## src/rtl/mem_master_pkg.sv

```systemverilog
// -----------------------------------------------------------------------------
// mem_master_pkg
// Shared definitions for the memory bus initiator: the sequencer state
// encoding, the memory cell width and the little-endian byte-lane indices
// (lane 0 = low byte at the base address, lane 1 = high byte at base + 1).
// -----------------------------------------------------------------------------
package mem_master_pkg;

    localparam int BYTE_W = 8;

    // Byte index values; a word lives at {addr + LANE_HI, addr + LANE_LO}.
    localparam logic LANE_LO = 1'b0;
    localparam logic LANE_HI = 1'b1;

    typedef enum logic [2:0] {
        ST_IDLE,
        ST_ADDR,
        ST_WR,
        ST_RD,
        ST_CAP,
        ST_RSP
    } state_e;

endpackage

```

## src/rtl/mem_master.sv

```systemverilog
// -----------------------------------------------------------------------------
// mem_master
// Bus initiator for the 8-bit-cell memory. Accepts byte / 16-bit word read
// and write requests on a valid/ready handshake and sequences the memory's
// addr_en / in_en / out_en strobes, one byte per address-latch cycle.
// Words are little-endian. Completion is a one-cycle rsp_valid pulse.
//
// Ports
//   clk, rst                 : clock, synchronous active-low reset
//   req_valid/req_ready      : request handshake (ready only in IDLE)
//   req_we, req_word         : write / word-size qualifiers
//   req_addr, req_wdata      : byte address of low byte, write data
//   rsp_valid, rsp_rdata     : completion pulse, read data (0 for writes)
//   mem_addr_en, mem_addr    : memory address latch
//   mem_in_en, mem_in        : memory write strobe and zero-extended byte
//   mem_out_en, mem_out      : memory read strobe and registered read data
// -----------------------------------------------------------------------------
module mem_master
    import mem_master_pkg::*;
#(
    parameter int ADDR_W = 16,
    parameter int DATA_W = 16
) (
    input  logic              clk,
    input  logic              rst,
    input  logic              req_valid,
    output logic              req_ready,
    input  logic              req_we,
    input  logic              req_word,
    input  logic [ADDR_W-1:0] req_addr,
    input  logic [DATA_W-1:0] req_wdata,
    output logic              rsp_valid,
    output logic [DATA_W-1:0] rsp_rdata,
    output logic              mem_addr_en,
    output logic [ADDR_W-1:0] mem_addr,
    output logic              mem_in_en,
    output logic [DATA_W-1:0] mem_in,
    output logic              mem_out_en,
    input  logic [DATA_W-1:0] mem_out
);

    state_e            state_q, state_d;
    logic              we_q, we_d;
    logic              word_q, word_d;
    logic [ADDR_W-1:0] base_q, base_d;
    logic [DATA_W-1:0] wdata_q, wdata_d;
    logic              idx_q, idx_d;
    logic [DATA_W-1:0] rdata_q, rdata_d;
    logic [ADDR_W-1:0] mem_addr_q, mem_addr_d;
    logic [DATA_W-1:0] mem_in_q, mem_in_d;
    logic              last_byte;
    logic [BYTE_W-1:0] wr_byte;

    // The memory's upper read lane carries nothing meaningful for byte cells.
    logic unused_mem_out_hi;
    assign unused_mem_out_hi = ^mem_out[DATA_W-1:BYTE_W];

    // A byte access ends after lane 0, a word access after lane 1.
    assign last_byte = (idx_q == word_q);
    assign wr_byte   = (idx_q == LANE_HI) ? wdata_q[2*BYTE_W-1:BYTE_W]
                                          : wdata_q[BYTE_W-1:0];

    always_comb begin
        state_d    = state_q;
        we_d       = we_q;
        word_d     = word_q;
        base_d     = base_q;
        wdata_d    = wdata_q;
        idx_d      = idx_q;
        rdata_d    = rdata_q;
        mem_addr_d = mem_addr_q;
        mem_in_d   = mem_in_q;

        unique case (state_q)
            ST_IDLE: begin
                if (req_valid) begin
                    we_d       = req_we;
                    word_d     = req_word;
                    base_d     = req_addr;
                    wdata_d    = req_wdata;
                    idx_d      = LANE_LO;
                    rdata_d    = '0;
                    // Address for the first ADDR cycle is registered here so
                    // that mem_addr is a flop output, not a path from req_addr.
                    mem_addr_d = req_addr;
                    state_d    = ST_ADDR;
                end
            end
            ST_ADDR: begin
                if (we_q) begin
                    mem_in_d = {{(DATA_W-BYTE_W){1'b0}}, wr_byte};
                    state_d  = ST_WR;
                end else begin
                    state_d  = ST_RD;
                end
            end
            ST_WR: begin
                if (last_byte) begin
                    state_d = ST_RSP;
                end else begin
                    idx_d      = LANE_HI;
                    // Modulo add: a word at the top address wraps to 0.
                    mem_addr_d = base_q + ADDR_W'(1);
                    state_d    = ST_ADDR;
                end
            end
            ST_RD: begin
                state_d = ST_CAP;
            end
            ST_CAP: begin
                if (idx_q == LANE_HI) begin
                    rdata_d[2*BYTE_W-1:BYTE_W] = mem_out[BYTE_W-1:0];
                end else begin
                    rdata_d[BYTE_W-1:0] = mem_out[BYTE_W-1:0];
                end
                if (last_byte) begin
                    state_d = ST_RSP;
                end else begin
                    idx_d      = LANE_HI;
                    mem_addr_d = base_q + ADDR_W'(1);
                    state_d    = ST_ADDR;
                end
            end
            ST_RSP: begin
                state_d = ST_IDLE;
            end
            default: begin
                state_d = ST_IDLE;
            end
        endcase
    end

    always_ff @(posedge clk) begin
        if (!rst) begin
            state_q    <= ST_IDLE;
            idx_q      <= LANE_LO;
            rdata_q    <= '0;
            mem_addr_q <= '0;
            mem_in_q   <= '0;
        end else begin
            state_q    <= state_d;
            idx_q      <= idx_d;
            rdata_q    <= rdata_d;
            mem_addr_q <= mem_addr_d;
            mem_in_q   <= mem_in_d;
        end
    end

    // Request capture registers only matter once the FSM leaves IDLE.
    always_ff @(posedge clk) begin
        we_q    <= we_d;
        word_q  <= word_d;
        base_q  <= base_d;
        wdata_q <= wdata_d;
    end

    // Strobes are decoded from the state, so they are mutually exclusive.
    assign mem_addr_en = (state_q == ST_ADDR);
    assign mem_in_en   = (state_q == ST_WR);
    assign mem_out_en  = (state_q == ST_RD);
    assign rsp_valid   = (state_q == ST_RSP);
    assign req_ready   = (state_q == ST_IDLE) && rst;
    assign mem_addr    = mem_addr_q;
    assign mem_in      = mem_in_q;
    assign rsp_rdata   = rdata_q;

endmodule

```

## config.mk

```make
export PLATFORM = sky130hd
export DESIGN_NAME = mem_master
export DESIGN_NICKNAME = d
export VERILOG_FILES = /design/src/rtl/mem_master_pkg.sv /design/src/rtl/mem_master.sv
export SDC_FILE = /design/constraint.sdc
export NUM_CORES = 1
export LEC_CHECK = 0
export ABC_AREA = 1
export BUFFER_PORTS_ARGS = -buffer_cell sky130_fd_sc_hd__clkbuf_2
export CAP_MARGIN = 5
export CELL_PAD_IN_SITES_DETAIL_PLACEMENT = 1
export CELL_PAD_IN_SITES_GLOBAL_PLACEMENT = 1
export CORE_MARGIN = 4
export CORE_UTILIZATION = 32
export CTS_CLUSTER_DIAMETER = 120
export DETAILED_ROUTE_END_ITERATION = 10
export GPL_TIMING_DRIVEN = 0
export PLACE_DENSITY = 0.73
export SYNTH_ARGS = -nofsm -noshare
export SYNTH_HDL_FRONTEND = slang
export SYNTH_SLANG_ARGS = --single-unit
```

## constraint.sdc

```tcl
create_clock -name clk -period 3.75 [get_ports clk]
set_clock_uncertainty 0.15 [all_clocks]
set_input_delay 0.5625 -clock clk [delete_from_list [all_inputs] [get_ports clk]]
set_output_delay 0.5625 -clock clk [all_outputs]
set_load 0.03 [all_outputs]
```

==> out/metrics.json, run 1 <==
{
  "run_status": {
    "outcome": "finished, final reports clean"
  },
  "run": {
    "max_cap_violations": 0
  },
  "floorplanning": {
    "area_of_the_die_um2": 12400,
    "starting_utilization_of_the_core_area": 0.329,
    "design.portCount": 106,
    "die_y_um": 111,
    "die_w_um": 111,
    "core_area_um2": 10400,
    "std_cell_rows": 37
  },
  "clock_tree": {
    "tritoncts_num_sinks": 78,
    "htreeDepth": 3,
    "post_cts_hold_buffer_count": 0,
    "clock_slew_at_the_register_clock_pins_of_the_worst_setup_and_hold_paths_ns": 0.09,
    "cts_max_path_buffers": 2,
    "cts_root_buf": "sky130_fd_sc_hd__clkbuf_8",
    "cts_buffers": 9,
    "worst_skew_pair.late_latency_ns": 0.36,
    "cts_tree": "built",
    "cts_resized": 0,
    "cts_post_setup_buffers_inserted": 0
  },
  "final_layout": {
    "fillers": 1289,
    "drive_gt1_frac": 0.270,
    "multi_input_gate_area_in_the_final_layout_um2": 1260,
    "layout_common_cells": "sky130_fd_sc_hd__clkbuf_2 (89), sky130_fd_sc_hd__nand2_1 (79), sky130_fd_sc_hd__nor2_1 (69)",
    "n_antenna_cell": 0,
    "mostFrequentLayoutCell": "sky130_fd_sc_hd__clkbuf_2",
    "area.growth.synth_to_final_pct": 26.7,
    "area_taken_by_flip_flops_and_latches_um2": 1900,
    "postLayoutCellArea_um2": 4330,
    "final_net_count": 556
  },
  "route": {
    "detail_route.wirelength_um": 9250,
    "first_iteration_detailed_routing_drc_count": 72,
    "drtPass1Iterations": 4,
    "detail_route.vias_per_cell": 4.54,
    "drt_drc_violations_left": 0,
    "wl_per_cell_um": 14.4,
    "routed-via-count": 2921,
    "detail-route-antenna-nets": 0
  },
  "power_and_ir_drop": {
    "cellLeakagePower_nw": 1.98,
    "max-vdd-ir-drop_mv": 0.276,
    "power_per_cell_area_nw_per_um2": 542
  },
  "placed_design": {
    "preCtsSetupSlack_ns": 1.24,
    "gp_congestion": 0.815,
    "buffer_ports.inserted": 89,
    "postPlaceCellArea_um2": 4060,
    "dp.final_hpwl_um": 7160
  },
  "logic_synthesis": {
    "netlist_area_um2": 3410,
    "synth_largest_area_cell": "sky130_fd_sc_hd__edfxtp_1",
    "synth_area_leaders": "sky130_fd_sc_hd__edfxtp_1 (30%), sky130_fd_sc_hd__dfxtp_1 (26%), sky130_fd_sc_hd__nand2_1 (8.7%)",
    "synth.avg_cell_area_um2": 8.67,
    "netlist_cell_types": 33,
    "sequential_share_of_the_synthesized_area": 0.557,
    "syn-instance-count": 394,
    "netlist.area_leader.share": 0.299,
    "ys.warnings.count": 0,
    "synth.ff_latch_count": 78
  },
  "global_routing": {
    "grt_pass1_wl_um": 15000,
    "maximum_number_of_pins_on_one_net_before_global_route_repair": 35,
    "grt_pass1_vias": 3123,
    "antenna_found_initial": 0,
    "track_usage": 0.152,
    "grt_remaining_overflow": 0
  },
  "timing": {
    "finalHoldViolCount": 0,
    "final-setup-viol-count": 0,
    "fin_setup_tns_ns": 0,
    "setup_repair_after_global_routing_missed_its_margin": "false",
    "max_transition_margin": 0.511,
    "worstMarginPinSlew_ns": 0.729,
    "finalCritPeriodShare": 0.585,
    "fmax_mhz": 456,
    "period_minus_slack_ns": 2.19,
    "setup_ws_ns": 1.56,
    "count_of_final_max_slew_check_failures": 0
  },
  "setup_path": {
    "worstPathRequired_ns": 3.04,
    "rrSetupSlack_ns": 1.56,
    "worstSetupEndpointType": "output port",
    "worst_ep_arrival_time_ns": 1.48,
    "critical_path.startpoint_type": "register",
    "crit_path_max_fanout": 6,
    "critical_path_class": "reg2out"
  },
  "min_path": {
    "worstHoldPathType": "in2reg"
  }
}
sequential cells by signal (all words and copies together), names as in the netlist:
name,cells
base_q,16
idx_q,1
mem_addr,16
mem_in,8
rsp_rdata,16
state_q,3
wdata_q,16
we_q,1
word_q,1
final timing paths:
check	endpoint	cells after the start	startpoint
min reg2reg	mem_addr[11]	2	mem_addr[11]
max	req_ready	4	state_q[1]
min	wdata_q[10]	1	req_wdata[10]
max reg2reg	wdata_q[14]	6	state_q[1]
critical path: stages (launching register included):
cell                       delay, ns
sky130_fd_sc_hd__dfxtp_1        0.39
sky130_fd_sc_hd__nor2_4         0.24
sky130_fd_sc_hd__inv_2          0.06
sky130_fd_sc_hd__nor3_1         0.18
sky130_fd_sc_hd__clkbuf_2       0.25
layer usage:
metal	vias up	wire length, µm	track usage
li1	1488	-	-
met1	1362	3900	0.167
met2	61	4840	0.284
met3	10	350	0.0328
met4	0	159	0.0584
met5	-	0	0
synthesized netlist by cell type (all sizes together):
master and count:
dfxtp 44, buf 16, inv 35, nor3 4
conb 1, nand3b 1, xnor2 5, a21oi 24
mux2i 1, nand3 18, nand4 4, xor2 1
a31oi 8, o21ai 33, ha 1, clkbuf 5
nor2 72, nand2 83, edfxtp 34, or2 4
area by class of cell:
| class | count | area share |
|---|---|---|
| clock buffer | 9 | 0.0286 |
| tap | 136 | 0.0393 |
| clock inverter | 7 | 0.0278 |
| timing repair buffer | 90 | 0.109 |
| buffer | 21 | 0.0344 |
| multi-input combinational | 267 | 0.291 |
| sequential | 78 | 0.439 |
| inverter | 35 | 0.0304 |
where the power goes:
part	internal, mW	switching, mW	total (mW)
combinational	0.164	0.361	0.525
sequential	0.988	0.0549	1.04
clock	0.447	0.330	0.777
logic make-up after synthesis:
family | after synthesis | share of synthesized area
AND/OR/NAND/NOR | 186 | 0.240
buffers and inverters | 56 | 0.0821
other | 1 | 0.00110
flip-flops | 78 | 0.557
multiplexers | 1 | 0.00293
adder cells (fa/ha/maj) | 1 | 0.00366
AO/OA/AOI/OAI | 65 | 0.0982
XOR/XNOR | 6 | 0.0154
per-stage QoR:
step | hold slack, ns | cells | utilization | power, mW
2_1_floorplan | 0.361 | 401 | - | 1.41
3_3_place_gp | 0.308 | 626 | 0.391 | 1.57
3_5_place_dp | 0.309 | 626 | 0.391 | 1.59
4_1_cts | 0.204 | 642 | 0.415 | 2.37
5_1_grt | 0.203 | 643 | 0.417 | 2.46
6_report | 0.219 | 643 | 0.417 | 2.34
Power figures use the tool's default switching activity.
==> inputs of run 2 (changes only) <==
Settings changed: PLACE_DENSITY 0.73 to 0.76.
Clock period 3.75 ns to 1.8 ns, I/O delays scaled along.
==> run 2 against run 1 <==
  * Wire length rose by 8.8%
  * Cell count rose by 6.5%
  * Global-route usage rose by 1.3 points
  * Combinational power rose by 140%
  * Worst hold slack got worse by 0.12 ns
  * Via count rose by 7.5%
  * Die area did not move
  * Worst setup slack got worse by 1.5 ns
  * Sequential power rose by 110%
  * Sequential cell count did not move
==> out/metrics.json, run 2 (synthesized netlist as in run 1, its figures left out) <==
{
  "setup_path": {
    "worstSetupEndpointType": {"value": "output port", "change": "unchanged"},
    "timing.critical_path.cells": {"value": "buf_6, inv_1, nor3_2, buf_4", "change": "was nor2_4, inv_2, nor3_1, clkbuf_2"},
    "critPathMaxStageDelay": {"value": 0.33, "unit": "ns", "change": "was 0.39 ns"},
    "worstPathRequired": {"value": 1.38, "unit": "ns", "change": "was 3.04 ns"},
    "crit_path_max_fanout": {"value": 7, "change": "was 6"},
    "worst_ep_arrival_time": {"value": 1.29, "unit": "ns", "change": "was 1.48 ns"},
    "critical_path.startpoint_type": {"value": "register", "change": "unchanged"},
    "critical_path_class": {"value": "reg2out", "change": "unchanged"},
    "cpMaxStageDelayCell": {"value": "sky130_fd_sc_hd__dfxtp_1", "change": "unchanged"}
  },
  "floorplanning": {
    "starting_utilization_of_the_core_area": {"value": 0.329, "change": "unchanged"},
    "die_w": {"value": 111, "unit": "µm", "change": "unchanged"},
    "std_cell_rows": {"value": 37, "change": "unchanged"},
    "area_of_the_die": {"value": 12400, "unit": "µm²", "change": "unchanged"},
    "die_y": {"value": 111, "unit": "µm", "change": "unchanged"},
    "core_area": {"value": 10400, "unit": "µm²", "change": "unchanged"},
    "design.portCount": {"value": 106, "change": "unchanged"}
  },
  "clock_tree": {
    "cts_buffers": {"value": 9, "change": "unchanged"},
    "cts_tree": {"value": "built", "change": "unchanged"},
    "cts_root_buf": {"value": "sky130_fd_sc_hd__clkbuf_8", "change": "unchanged"},
    "tritoncts_num_sinks": {"value": 78, "change": "unchanged"},
    "worst_skew_pair.late_latency": {"value": 0.36, "unit": "ns", "change": "about the same"},
    "clock_slew_at_the_register_clock_pins_of_the_worst_setup_and_hold_paths": {"value": 0.09, "unit": "ns", "change": "about the same"},
    "cts_max_path_buffers": {"value": 2, "change": "unchanged"},
    "htreeDepth": {"value": 3, "change": "unchanged"}
  },
  "route": {
    "wl_per_cell": {"value": 14.7, "unit": "µm", "change": "was 14.4 µm"},
    "routed-via-count": {"value": 3139, "change": "was 2921"},
    "detail-route-antenna-nets": {"value": 0, "change": "unchanged"},
    "drt_drc_violations_left": {"value": 0, "change": "unchanged"},
    "drtPass1Iterations": {"value": 4, "change": "unchanged"},
    "detail_route.vias_per_cell": {"value": 4.58, "change": "was 4.54"},
    "detail_route.wirelength": {"value": 10100, "unit": "µm", "change": "was 9250 µm"},
    "first_iteration_detailed_routing_drc_count": {"value": 56, "change": "was 72"}
  },
  "global_routing": {
    "grt_pass1_vias": {"value": 3385, "change": "was 3123"},
    "grt_remaining_overflow": {"value": 0, "change": "unchanged"},
    "track_usage": {"value": 0.165, "change": "was 0.152"},
    "antenna_found_initial": {"value": 0, "change": "unchanged"},
    "grt_pass1_wl": {"value": 16400, "unit": "µm", "change": "was 15000 µm"},
    "maximum_number_of_pins_on_one_net_before_global_route_repair": {"value": 18, "change": "was 35"}
  },
  "final_layout": {
    "mostFrequentLayoutCell": {"value": "sky130_fd_sc_hd__clkbuf_2", "change": "unchanged"},
    "area.growth.synth_to_final": {"value": 40.1, "unit": "%", "change": "was 26.7%"},
    "fillers": {"value": 1258, "change": "was 1289"},
    "final_net_count": {"value": 598, "change": "was 556"},
    "drive_gt1_frac": {"value": 0.297, "change": "was 0.270"},
    "layout_common_cells": {"value": "sky130_fd_sc_hd__clkbuf_2 (84), sky130_fd_sc_hd__nand2_1 (76), sky130_fd_sc_hd__nor2_1 (65)", "change": "was sky130_fd_sc_hd__clkbuf_2 (89), sky130_fd_sc_hd__nand2_1 (79), sky130_fd_sc_hd__nor2_1 (69)"},
    "fin_cells": {"value": 685, "change": "was 643"},
    "n_antenna_cell": {"value": 0, "change": "unchanged"}
  },
  "timing": {
    "max_transition_margin": {"value": 0.652, "change": "was 0.511"},
    "period_minus_slack_ns": 1.71,
    "worstMarginPinSlew": {"value": 0.522, "unit": "ns", "change": "was 0.729 ns"},
    "final-setup-viol-count": {"value": 0, "change": "unchanged"},
    "fin_setup_tns": {"value": 0, "unit": "ns", "change": "unchanged"},
    "count_of_final_max_slew_check_failures": {"value": 0, "change": "unchanged"},
    "setup_ws": {"value": 0.0924, "unit": "ns", "change": "was 1.56 ns"},
    "holdWs": {"value": 0.101, "unit": "ns", "change": "was 0.219 ns"},
    "finalHoldViolCount": {"value": 0, "change": "unchanged"},
    "finalCritPeriodShare": 0.949,
    "fmax_mhz": 586
  },
  "power_and_ir_drop": {
    "power_per_cell_area": {"value": 993, "unit": "nW/µm²", "change": "was 542 nW/µm²"},
    "cellLeakagePower": {"value": 2.13, "unit": "nW", "change": "was 1.98 nW"},
    "max-vdd-ir-drop": {"value": 0.506, "unit": "mV", "change": "was 0.276 mV"}
  },
  "run_status": {
    "outcome": {"value": "finished, final reports clean", "change": "unchanged"}
  },
  "min_path": {
    "worstHoldPathType": {"value": "in2reg", "change": "unchanged"}
  },
  "placed_design": {
    "dp.final_hpwl": {"value": 7200, "unit": "µm", "change": "was 7160 µm"},
    "gp_congestion": {"value": 0.827, "change": "was 0.815"},
    "buffer_ports.inserted": {"value": 89, "change": "unchanged"},
    "place_inst": {"value": 626, "change": "unchanged"},
    "preCtsSetupSlack": {"value": -0.392, "unit": "ns", "change": "was 1.24 ns"}
  },
  "run": {
    "max_cap_violations": {"value": 0, "change": "unchanged"}
  }
}
==> run 2: area by class of cell <==
type,instances,area [µm²],share of cell area
timing repair inverter,1,7.51,0.00157
clock inverter,6,70.1,0.0146
buffer,21,158,0.0329
inverter,35,139,0.0290
timing repair buffer,131,875,0.183
multi-input combinational,267,1330,0.278
sequential,78,1910,0.399
tap,136,170,0.0356
clock buffer,10,128,0.0267
==> run 2: critical path: cells and delay by family, from the launching register on <==
kind,cells,cell delay (ns)
buffers and inverters,3,0.44
DFF,1,0.33
and+or+nand+nor,1,0.16
==> run 2: final timing paths <==
path                     start  slack (ns)  cells past startpoint            end
setup / recovery    state_q[2]        0.09                      4      rsp_valid
hold / removal      mem_out[4]        0.10                      5  rsp_rdata[12]
setup reg to reg    state_q[1]        0.11                      7    mem_addr[4]
hold reg to reg   mem_addr[14]        0.32                      2   mem_addr[14]
==> run 2: where the power goes <==
part           internal, mW  switching [mW]  leakage [nW]
registers              2.06           0.122         0.686
logic                 0.441           0.801          1.35
clock network         0.648           0.679        0.0891
total                  3.15            1.60          2.13
==> run 2: routing by layer <==
| layer | up-vias | GRT usage | part of all wire |
|---|---|---|---|
| li1 | 1569 | - | - |
| met1 | 1493 | 0.183 | 0.41 |
| met2 | 73 | 0.308 | 0.53 |
| met3 | 4 | 0.0491 | 0.047 |
| met4 | 0 | 0.0381 | 0.0049 |
| met5 | - | 0 | 0 |
==> run 2: timing repair <==
item,CTS,global route
pin swaps,1,3
setup endpoints to repair,40,27
endpoints found under the hold margin,34,0
buffers inserted,5,3
hold buffers,34,0
cloned,1,0
resized for setup,7,31
==> run 2: metrics by stage <==
stage	instance area (µm²)	utilization	power [mW]
floorplan	3440	-	2.95
finish	4780	0.461	4.75
global route	4780	0.461	5.00
CTS	4670	0.451	4.75
detailed placement	4060	0.392	3.31
global placement	4060	0.392	3.27
